`src/rtl/mcycle_alu_pkg.sv`:
```
`default_nettype none
// +----------------------------------------------------------------------------+
// | mcycle_alu_pkg : opcode encoding, FSM state type and latency constants     |
// |                  shared by the multi-cycle ALU and its testbench.          |
// | Revision       : 1.0                                                       |
// +----------------------------------------------------------------------------+
package mcycle_alu_pkg;

    typedef enum logic [4:0] {
        OP_ADD   = 5'd0,
        OP_ADDU  = 5'd1,
        OP_SUB   = 5'd2,
        OP_SUBU  = 5'd3,
        OP_AND   = 5'd4,
        OP_OR    = 5'd5,
        OP_XOR   = 5'd6,
        OP_NOR   = 5'd7,
        OP_SLA   = 5'd8,
        OP_SRAI  = 5'd9,
        OP_SLT   = 5'd10,
        OP_SLTU  = 5'd11,
        OP_SQRT  = 5'd12,
        OP_MULT  = 5'd13,
        OP_MULTU = 5'd14,
        OP_DIV   = 5'd15,
        OP_DIVU  = 5'd16,
        OP_ADDI  = 5'd17,
        OP_ADDIU = 5'd18,
        OP_ANDI  = 5'd19,
        OP_ORI   = 5'd20,
        OP_SLTI  = 5'd21
    } opcode_t;

    typedef enum logic [1:0] {
        ST_IDLE = 2'd0,
        ST_EXEC = 2'd1,
        ST_DONE = 2'd2
    } state_t;

    localparam int LAT_SINGLE = 1;

    function automatic int lat_muldiv(input int width);
        return width + 1;
    endfunction

    function automatic int lat_sqrt(input int width);
        return width / 2 + 1;
    endfunction

endpackage
`default_nettype wire

```
`src/rtl/mcycle_alu_divider.sv`:
```
`default_nettype none
// +----------------------------------------------------------------------------+
// | mcycle_alu_divider : iterative unsigned restoring divider, one quotient    |
// |                      bit per cycle; o_done holds until the next i_start.   |
// | Revision           : 1.0                                                   |
// +----------------------------------------------------------------------------+
module mcycle_alu_divider #(
    parameter int WIDTH = 32
) (
    input  logic             clk,
    input  logic             rst,
    input  logic             i_start,
    input  logic [WIDTH-1:0] i_dividend,
    input  logic [WIDTH-1:0] i_divisor,
    output logic             o_done,
    output logic [WIDTH-1:0] o_quotient,
    output logic [WIDTH-1:0] o_remainder
);

    localparam int c_CW = $clog2(WIDTH + 1);

    logic             r_busy;
    logic [c_CW-1:0]  r_cnt;
    logic [WIDTH-1:0] r_quo;
    logic [WIDTH-1:0] r_rem;
    logic [WIDTH-1:0] r_den;
    logic [WIDTH:0]   w_shift;
    logic [WIDTH:0]   w_diff;

    // The dividend shifts out of r_quo while quotient bits shift in behind it.
    assign w_shift = {r_rem, r_quo[WIDTH-1]};
    assign w_diff  = w_shift - {1'b0, r_den};

    always_ff @(posedge clk) begin
        if (rst) begin
            r_busy <= 1'b0;
            r_cnt  <= '0;
            r_quo  <= '0;
            r_rem  <= '0;
            r_den  <= '0;
        end else if (i_start) begin
            r_busy <= 1'b1;
            r_cnt  <= c_CW'(WIDTH);
            r_quo  <= i_dividend;
            r_rem  <= '0;
            r_den  <= i_divisor;
        end else if (r_busy && (r_cnt != '0)) begin
            r_cnt <= r_cnt - c_CW'(1);
            if (!w_diff[WIDTH]) begin
                r_rem <= w_diff[WIDTH-1:0];
                r_quo <= {r_quo[WIDTH-2:0], 1'b1};
            end else begin
                r_rem <= w_shift[WIDTH-1:0];
                r_quo <= {r_quo[WIDTH-2:0], 1'b0};
            end
        end
    end

    assign o_done      = r_busy && (r_cnt == '0);
    assign o_quotient  = r_quo;
    assign o_remainder = r_rem;

endmodule
`default_nettype wire

```
`src/rtl/mcycle_alu.sv`:
```
`default_nettype none
// +----------------------------------------------------------------------------+
// | mcycle_alu : multi-cycle ALU with shift-add multiply, iterative divide and |
// |              optional square root (enabled by MCYCLE_ALU_SQRT_EN).         |
// | Revision   : 1.0                                                           |
// +----------------------------------------------------------------------------+
module mcycle_alu
    import mcycle_alu_pkg::*;
#(
    parameter int WIDTH = 32
) (
    input  logic             clk,
    input  logic             reset,
    input  logic             in_valid,
    output logic             in_ready,
    input  logic [4:0]       opcode,
    input  logic [WIDTH-1:0] a,
    input  logic [WIDTH-1:0] b,
    input  logic [15:0]      immediate,
    output logic             out_valid,
    input  logic             out_ready,
    output logic [WIDTH-1:0] c,
    output logic [WIDTH-1:0] hi,
    output logic [WIDTH-1:0] lo,
    output logic             zero,
    output logic             overflow,
    output logic             neg
);

    localparam int             c_SHW = $clog2(WIDTH);
    localparam int             c_CW  = $clog2(WIDTH + 1);
    localparam int             c_M   = WIDTH - 1;
    localparam logic [c_M:0]   c_MIN = {1'b1, {(WIDTH-1){1'b0}}};

    state_t             r_state, w_state_nxt;
    opcode_t            r_op;
    logic [WIDTH-1:0]   r_a, r_b;
    logic [15:0]        r_imm;
    logic [c_CW-1:0]    r_cnt;
    logic [2*WIDTH-1:0] r_prod;
    logic [WIDTH-1:0]   r_mcand;
    logic [WIDTH-1:0]   r_c, r_hi, r_lo;
    logic               r_zero, r_ovf, r_neg;

    opcode_t            w_op_in;
    logic               w_accept, w_exec_done, w_is_div, w_is_mul, w_def;
    logic               w_div_start, w_div_done;
    logic [WIDTH-1:0]   w_a_abs, w_b_abs, w_div_q, w_div_r, w_dq, w_dr;
    logic [WIDTH:0]     w_mul_sum;
    logic [2*WIDTH-1:0] w_prod;
    logic [WIDTH-1:0]   w_sum, w_dif, w_imm_s, w_imm_z, w_addi;
    logic [63:0]        w_imm_s64;
    logic [WIDTH-1:0]   w_c, w_hi, w_lo;
    logic               w_zero, w_ovf, w_neg;

    assign w_op_in  = opcode_t'(opcode);
    assign w_accept = in_valid && (r_state == ST_IDLE);
    assign in_ready = (r_state == ST_IDLE);
    assign out_valid = (r_state == ST_DONE);

    // Signed mult/div run on magnitudes; the sign is restored from r_a/r_b at the end.
    assign w_a_abs = ((w_op_in == OP_MULT || w_op_in == OP_DIV) && a[c_M]) ? -a : a;
    assign w_b_abs = ((w_op_in == OP_MULT || w_op_in == OP_DIV) && b[c_M]) ? -b : b;

    assign w_div_start = w_accept && (w_op_in == OP_DIV || w_op_in == OP_DIVU);
    assign w_is_div    = (r_op == OP_DIV) || (r_op == OP_DIVU);
    assign w_is_mul    = (r_op == OP_MULT) || (r_op == OP_MULTU);
    assign w_exec_done = w_is_div ? w_div_done : (r_cnt == '0);

    mcycle_alu_divider #(.WIDTH(WIDTH)) u_divider (
        .clk         (clk),
        .rst         (reset),
        .i_start     (w_div_start),
        .i_dividend  (w_a_abs),
        .i_divisor   (w_b_abs),
        .o_done      (w_div_done),
        .o_quotient  (w_div_q),
        .o_remainder (w_div_r)
    );

    assign w_mul_sum = {1'b0, r_prod[2*WIDTH-1:WIDTH]} + (r_prod[0] ? {1'b0, r_mcand} : '0);
    assign w_prod    = ((r_op == OP_MULT) && (r_a[c_M] ^ r_b[c_M])) ? -r_prod : r_prod;
    assign w_dq      = (r_a[c_M] ^ r_b[c_M]) ? -w_div_q : w_div_q;
    assign w_dr      = r_a[c_M] ? -w_div_r : w_div_r;

`ifdef MCYCLE_ALU_SQRT_EN
    localparam int          c_RW = WIDTH / 2 + 3;
    logic [WIDTH-1:0]       r_sq_rad;
    logic [WIDTH/2-1:0]     r_sq_root;
    logic [c_RW-1:0]        r_sq_rem;
    logic [c_RW-1:0]        w_sq_cat, w_sq_trial;
    logic                   w_sq_ge;

    // Digit-by-digit root: two radicand bits per step, trial divisor 4*root+1.
    assign w_sq_cat   = {r_sq_rem[c_RW-3:0], r_sq_rad[WIDTH-1 -: 2]};
    assign w_sq_trial = c_RW'({r_sq_root, 2'b01});
    assign w_sq_ge    = (w_sq_cat >= w_sq_trial);
`endif

    assign w_imm_s64 = {{48{r_imm[15]}}, r_imm};
    assign w_imm_s   = w_imm_s64[WIDTH-1:0];
    assign w_imm_z   = WIDTH'({48'd0, r_imm});
    assign w_sum     = r_a + r_b;
    assign w_dif     = r_a - r_b;
    assign w_addi    = r_a + w_imm_s;

    always_comb begin
        w_c   = '0;
        w_hi  = '0;
        w_lo  = '0;
        w_ovf = 1'b0;
        w_neg = 1'b0;
        w_def = 1'b1;
        case (r_op)
            OP_ADD: begin
                w_c   = w_sum;
                w_ovf = (r_a[c_M] == r_b[c_M]) && (w_sum[c_M] != r_a[c_M]);
                w_neg = w_sum[c_M];
            end
            OP_ADDU: w_c = w_sum;
            OP_SUB: begin
                w_c   = w_dif;
                w_ovf = (r_a[c_M] != r_b[c_M]) && (w_dif[c_M] != r_a[c_M]);
                w_neg = w_dif[c_M];
            end
            OP_SUBU: begin
                w_c   = w_dif;
                w_neg = (r_a < r_b);
            end
            OP_AND:  begin w_c = r_a & r_b;    w_neg = w_c[c_M]; end
            OP_OR:   begin w_c = r_a | r_b;    w_neg = w_c[c_M]; end
            OP_XOR:  begin w_c = r_a ^ r_b;    w_neg = w_c[c_M]; end
            OP_NOR:  begin w_c = ~(r_a | r_b); w_neg = w_c[c_M]; end
            OP_SLA:  begin w_c = r_a << r_b[c_SHW-1:0]; w_neg = w_c[c_M]; end
            OP_SRAI: begin w_c = $unsigned($signed(r_a) >>> r_b[c_SHW-1:0]); w_neg = w_c[c_M]; end
            OP_SLT:  w_c = {{(WIDTH-1){1'b0}}, ($signed(r_a) < $signed(r_b))};
            OP_SLTU: w_c = {{(WIDTH-1){1'b0}}, (r_a < r_b)};
            OP_MULT, OP_MULTU: begin
                w_hi  = w_prod[2*WIDTH-1:WIDTH];
                w_lo  = w_prod[WIDTH-1:0];
                w_c   = w_lo;
                w_neg = (r_op == OP_MULT) && w_prod[2*WIDTH-1];
            end
            OP_DIV: begin
                if (r_b == '0) begin
                    w_lo  = '1;
                    w_hi  = r_a;
                    w_ovf = 1'b1;
                end else if ((r_a == c_MIN) && (r_b == '1)) begin
                    w_lo  = c_MIN;
                    w_ovf = 1'b1;
                end else begin
                    w_lo = w_dq;
                    w_hi = w_dr;
                end
                w_c   = w_lo;
                w_neg = w_lo[c_M];
            end
            OP_DIVU: begin
                if (r_b == '0) begin
                    w_lo  = '1;
                    w_hi  = r_a;
                    w_ovf = 1'b1;
                end else begin
                    w_lo = w_div_q;
                    w_hi = w_div_r;
                end
                w_c = w_lo;
            end
            OP_ADDI: begin
                w_c   = w_addi;
                w_ovf = (r_a[c_M] == w_imm_s[c_M]) && (w_addi[c_M] != r_a[c_M]);
                w_neg = w_addi[c_M];
            end
            OP_ADDIU: w_c = r_a + w_imm_z;
            OP_ANDI:  begin w_c = r_a & w_imm_z; w_neg = w_c[c_M]; end
            OP_ORI:   begin w_c = r_a | w_imm_z; w_neg = w_c[c_M]; end
            OP_SLTI:  w_c = {{(WIDTH-1){1'b0}}, ($signed(r_a) < $signed(w_imm_s))};
`ifdef MCYCLE_ALU_SQRT_EN
            OP_SQRT: begin
                w_c  = WIDTH'(r_sq_root);
                w_hi = WIDTH'(r_sq_rem);
            end
`endif
            default: w_def = 1'b0;
        endcase
        w_zero = w_def && (w_is_mul ? (w_prod == '0) : (w_c == '0));
    end

    always_comb begin
        w_state_nxt = r_state;
        case (r_state)
            ST_IDLE: if (in_valid)    w_state_nxt = ST_EXEC;
            ST_EXEC: if (w_exec_done) w_state_nxt = ST_DONE;
            ST_DONE: if (out_ready)   w_state_nxt = ST_IDLE;
            default: w_state_nxt = ST_IDLE;
        endcase
    end

    always_ff @(posedge clk) begin
        if (reset) r_state <= ST_IDLE;
        else       r_state <= w_state_nxt;
    end

    always_ff @(posedge clk) begin
        if (reset) begin
            r_op    <= OP_ADD;
            r_a     <= '0;
            r_b     <= '0;
            r_imm   <= '0;
            r_cnt   <= '0;
            r_prod  <= '0;
            r_mcand <= '0;
            r_c     <= '0;
            r_hi    <= '0;
            r_lo    <= '0;
            r_zero  <= 1'b0;
            r_ovf   <= 1'b0;
            r_neg   <= 1'b0;
`ifdef MCYCLE_ALU_SQRT_EN
            r_sq_rad  <= '0;
            r_sq_root <= '0;
            r_sq_rem  <= '0;
`endif
        end else if (w_accept) begin
            r_op    <= w_op_in;
            r_a     <= a;
            r_b     <= b;
            r_imm   <= immediate;
            r_prod  <= {{WIDTH{1'b0}}, w_b_abs};
            r_mcand <= w_a_abs;
            case (w_op_in)
                OP_MULT, OP_MULTU: r_cnt <= c_CW'(lat_muldiv(WIDTH) - 1);
`ifdef MCYCLE_ALU_SQRT_EN
                OP_SQRT:           r_cnt <= c_CW'(lat_sqrt(WIDTH) - 1);
`endif
                default:           r_cnt <= c_CW'(LAT_SINGLE - 1);
            endcase
`ifdef MCYCLE_ALU_SQRT_EN
            r_sq_rad  <= a;
            r_sq_root <= '0;
            r_sq_rem  <= '0;
`endif
        end else if (r_state == ST_EXEC) begin
            if (r_cnt != '0) begin
                r_cnt <= r_cnt - c_CW'(1);
`ifdef MCYCLE_ALU_SQRT_EN
                if (r_op == OP_SQRT) begin
                    r_sq_rem  <= w_sq_ge ? (w_sq_cat - w_sq_trial) : w_sq_cat;
                    r_sq_root <= {r_sq_root[WIDTH/2-2:0], w_sq_ge};
                    r_sq_rad  <= r_sq_rad << 2;
                end else
`endif
                r_prod <= {w_mul_sum, r_prod[WIDTH-1:1]};
            end
            if (w_exec_done) begin
                r_c    <= w_c;
                r_hi   <= w_hi;
                r_lo   <= w_lo;
                r_zero <= w_zero;
                r_ovf  <= w_ovf;
                r_neg  <= w_neg;
            end
        end
    end

    assign c        = r_c;
    assign hi       = r_hi;
    assign lo       = r_lo;
    assign zero     = r_zero;
    assign overflow = r_ovf;
    assign neg      = r_neg;

endmodule
`default_nettype wire

```
`config.mk`:
```
export PLATFORM = sky130hd
export DESIGN_NAME = mcycle_alu
export DESIGN_NICKNAME = d
export VERILOG_FILES = /design/src/rtl/mcycle_alu_pkg.sv /design/src/rtl/mcycle_alu_divider.sv /design/src/rtl/mcycle_alu.sv
export SDC_FILE = /design/constraint.sdc
export NUM_CORES = 2
export LEC_CHECK = 0
export ABC_AREA = 1
export ABC_CLOCK_PERIOD_IN_PS = 5190
export BUFFER_PORTS_ARGS = -buffer_cell sky130_fd_sc_hd__buf_4
export CORE_MARGIN = 2
export CORE_UTILIZATION = 35
export CTS_BUF_LIST = sky130_fd_sc_hd__clkbuf_4
export DETAILED_ROUTE_END_ITERATION = 6
export PLACE_DENSITY = 0.57
export SYNTH_ARGS = -nofsm -noshare
export SYNTH_HDL_FRONTEND = slang
export SYNTH_SLANG_ARGS = --single-unit
```
`constraint.sdc`:
```
create_clock -name clk -period 5.19 [get_ports clk]
set_input_delay 0 -clock clk [delete_from_list [all_inputs] [get_ports clk]]
set_output_delay 0 -clock clk [all_outputs]
set_load 0.005 [all_outputs]
```
==> impl_metrics.json <==
{
  "track_usage_pct": 41.4,
  "die_w_um": 342,
  "gp_congestion": 1.13,
  "grt_pass1_vias": 48400,
  "critPathMaxStageDelay_ns": 0.62,
  "crit_type": "register to register",
  "fillers": 12900,
  "overflow": 0,
  "synthesis.nets": 7433,
  "dp_hpwl_mm": 200,
  "nets": 7843,
  "cts_tree": "built",
  "period_needed_ns": 4.66,
  "postCtsSetupRepairBufs": 0,
  "synth.avg_cell_area_um2": 5.65,
  "final_util_pct": 41.4,
  "grt_antenna_before_repair": 17,
  "synthTopCellsByCount": "nand2_1 (2063), inv_1 (871), nor2_1 (814), nand3_1 (774), a21oi_1 (436)",
  "cp.required_ns": 6.08,
  "clk_latency_ns": 1.11,
  "synthesis.area_mm2": 0.0400,
  "cts_max_path_buffers": 3,
  "place_ws_ns": 0.902,
  "ys_seq_elements": 390,
  "clkPwrFrac_pct": 26.0,
  "dieHeight_um": 342,
  "status": "finished, violations left",
  "slew_headroom_pct": 21.8,
  "finalClockSkew_ns": 0.157,
  "area_growth_pct": 17.8,
  "avgRoutedWirePerCell_um": 27.6,
  "crit_chain": "inv_1 > ha_1 > fa_1 > inv_1 > nand2_1 > nand2_1 > nand2_1 > inv_1 > nand2_1 > nand2_1 > nand3_1 > nand2_1 > nand2_1 > nand3_1 > nand3_1 > nor2_1 > nand2_1 > nor2_1 > nand2_1 > nor2_1 > nand3_1 > nand2_1 > nand2_1 > a21oi_2",
  "root_buffer": "clkbuf_4",
  "hp-class": "primary input to register",
  "setup_violations": 0,
  "ant_nets": 0,
  "ys_seq_area_share_pct": 19.5,
  "num_io_pins": 190,
  "synthCells": 7090,
  "finalInstanceArea_mm2": 0.0472,
  "slowest_stage": "dfxtp_1",
  "max_clock_freq_mhz": 215,
  "tightest_slew_ns": 1.17,
  "finalSetupTns_ns": 0,
  "wirelength_mm": 251,
  "grt_max_degree": 84,
  "ys.flop_type": "dfxtp_1",
  "hold_depth": 4,
  "cts_htree_levels": 3,
  "drc": 8,
  "via_per_inst": 5.78,
  "p_int_mw": 6.14,
  "drive_gt1_share_pct": 8.44,
  "grt_first_pass_wirelength_mm": 350,
  "swShare_pct": 47.5,
  "endpoint_kind": "register",
  "cp-start-kind": "register",
  "drv_cap": 0,
  "core-area_mm2": 0.114,
  "leakage_nw": 23.3,
  "synth_top_cell_area_share_pct": 19.5,
  "first_iter_violations": 7697,
  "ir_worst_vdd_uv": 153,
  "rsz0062_at_grt": "no",
  "firstDrtPassIters": 7,
  "placedInstanceArea_mm2": 0.0437,
  "crit_arrival_ns": 5.55,
  "clock-sinks": 390,
  "synth.top_cells.by_area": "dfxtp_1 (20%), nand2_1 (19%), nand3_1 (9.7%), inv_1 (8.2%), ha_1 (7.8%)",
  "clk_pin_slew_ns": 0.07,
  "via_count": 52700,
  "port_buffers": 189,
  "yosys.area.top_type": "dfxtp_1",
  "ff_latch_area_mm2": 0.00781,
  "slew_viol_final": 0,
  "setup_slack_ns": 0.533,
  "p_switching_mw": 5.56,
  "die-area_mm2": 0.117,
  "async_flop_share_pct": 0,
  "rows": 124,
  "multiInputGateArea_mm2": 0.0277,
  "synth_edf_count": 0,
  "failed_checks": "design-rule violations",
  "rr_worst_depth": 24,
  "numCtsBuffers": 112,
  "cp_common_cell": "nand2_1",
  "crit_fanout": 7,
  "ys_types": 60,
  "synth_most_common_cell": "nand2_1",
  "p_comb_share_pct": 45.2,
  "pwr_density_cell_mw_per_mm2": 248,
  "finalCritPeriodShare_pct": 89.7,
  "start_util_pct": 35.1,
  "cts_resized": 0,
  "seqPwrFrac_pct": 28.8,
  "yosysWarnings": 0,
  "finalHoldViolations": 0
}
==> logic make-up (layout without fill, tap and decap cells) <==
| group | Yosys count | count (layout) | share of synthesized area [%] |
|---|---|---|---|
| XOR/XNOR | 163 | 163 | 3.57 |
| adder cells (fa/ha/maj) | 254 | 254 | 8.03 |
| other | 0 | 10 | 0 |
| AO/OA/AOI/OAI | 1154 | 1154 | 16.3 |
| flip-flops | 390 | 390 | 19.5 |
| AND/OR/NAND/NOR | 3952 | 3952 | 41.2 |
| buffers and inverters | 1177 | 1680 | 11.3 |
==> what timing repair did <==
item,4_1_cts,5_1_grt
hold buffers,195,0
hold endpoints to repair,249,0
setup endpoints to repair,0,0
==> area by class of cell <==
type | instances | area share, %
diodes | 10 | 0.0531
clock buffers | 168 | 2.67
clock inverters | 39 | 0.374
inverters | 890 | 7.09
multi-input cells | 5523 | 58.8
flip-flops and latches | 390 | 16.6
well taps | 1512 | 4.01
repair buffers | 583 | 10.4
==> flip-flops by register name, summed over array words and instances, names as in the netlist, 2 cells and up <==
signal	cells
u_divider.r_cnt	6
hi	32
r_prod	64
r_mcand	31
r_op	5
u_divider.o_quotient	32
r_cnt	6
r_b	32
r_a	32
u_divider.r_den	32
lo	32
u_divider.o_remainder	32
r_state	2
c	32
r_imm	16
==> per-layer routing <==
metal  vias up  wire, um  global-route usage [%]
met5         -        80                       0
met1     24600     97500                    51.5
met4        12     22400                    30.6
met2      3240    105000                    62.5
met3       797     26200                    9.29
li1      24000         -                       -
==> cells in the final DEF (no fill, tap or decap), types with 48 or more instances in the layout <==
master,count
o21ai_0,353
clkbuf_4,168
ha_1,249
nand4_1,106
dfxtp_1,387
xor2_1,126
nor2_1,807
dlygate4sd3_1,195
a31oi_1,48
inv_1,869
o211ai_1,79
nand3_1,774
nand2_1,2060
a21oi_1,435
o22ai_1,108
nor3_1,91
buf_4,384
==> power by group through the flow <==
stage | Combinational [mW] | Sequential [mW] | Clock [mW]
3_3_place_gp | 4.96 | 3.42 | 0
4_1_cts | 5.07 | 3.36 | 3.08
5_1_grt | 5.58 | 3.38 | 3.23
3_5_place_dp | 4.92 | 3.43 | 0
6_report | 5.29 | 3.37 | 3.04
2_1_floorplan | 2.83 | 3.36 | 0
==> final timing paths <==
| kind | start | end | slack (ns) |
|---|---|---|---|
| max reg2reg | r_a[0]$_SDFFE_PP0P_ | zero$_SDFFE_PP0P_ | 0.53 |
| min | b[1] | r_b[1]$_SDFFE_PP0P_ | 0.07 |
| min reg2reg | r_mcand[27]$_SDFFE_PP0P_ | r_mcand[27]$_SDFFE_PP0P_ | 0.45 |
| max | r_a[0]$_SDFFE_PP0P_ | zero$_SDFFE_PP0P_ | 0.53 |
==> critical path, delay by kind of cell, from the launching register on <==
kind            cells  cell delay (ns)
fa+ha+maj           2             0.78
flops               1             0.62
buf+inv             3             0.34
compound gates      1             0.11
simple gates       18             2.70
==> metrics by stage <==
step / hold WS, ns / std cells / power (mW)
floorplan: 0.113 / 7090 / 6.19
global placement: 0.253 / 8703 / 8.38
detailed placement: 0.232 / 8703 / 8.35
CTS: 0.000879 / 9105 / 11.5
global route: 0.0641 / 9108 / 12.2
finish: 0.0745 / 9115 / 11.7
Power figures use the tool's default switching activity.
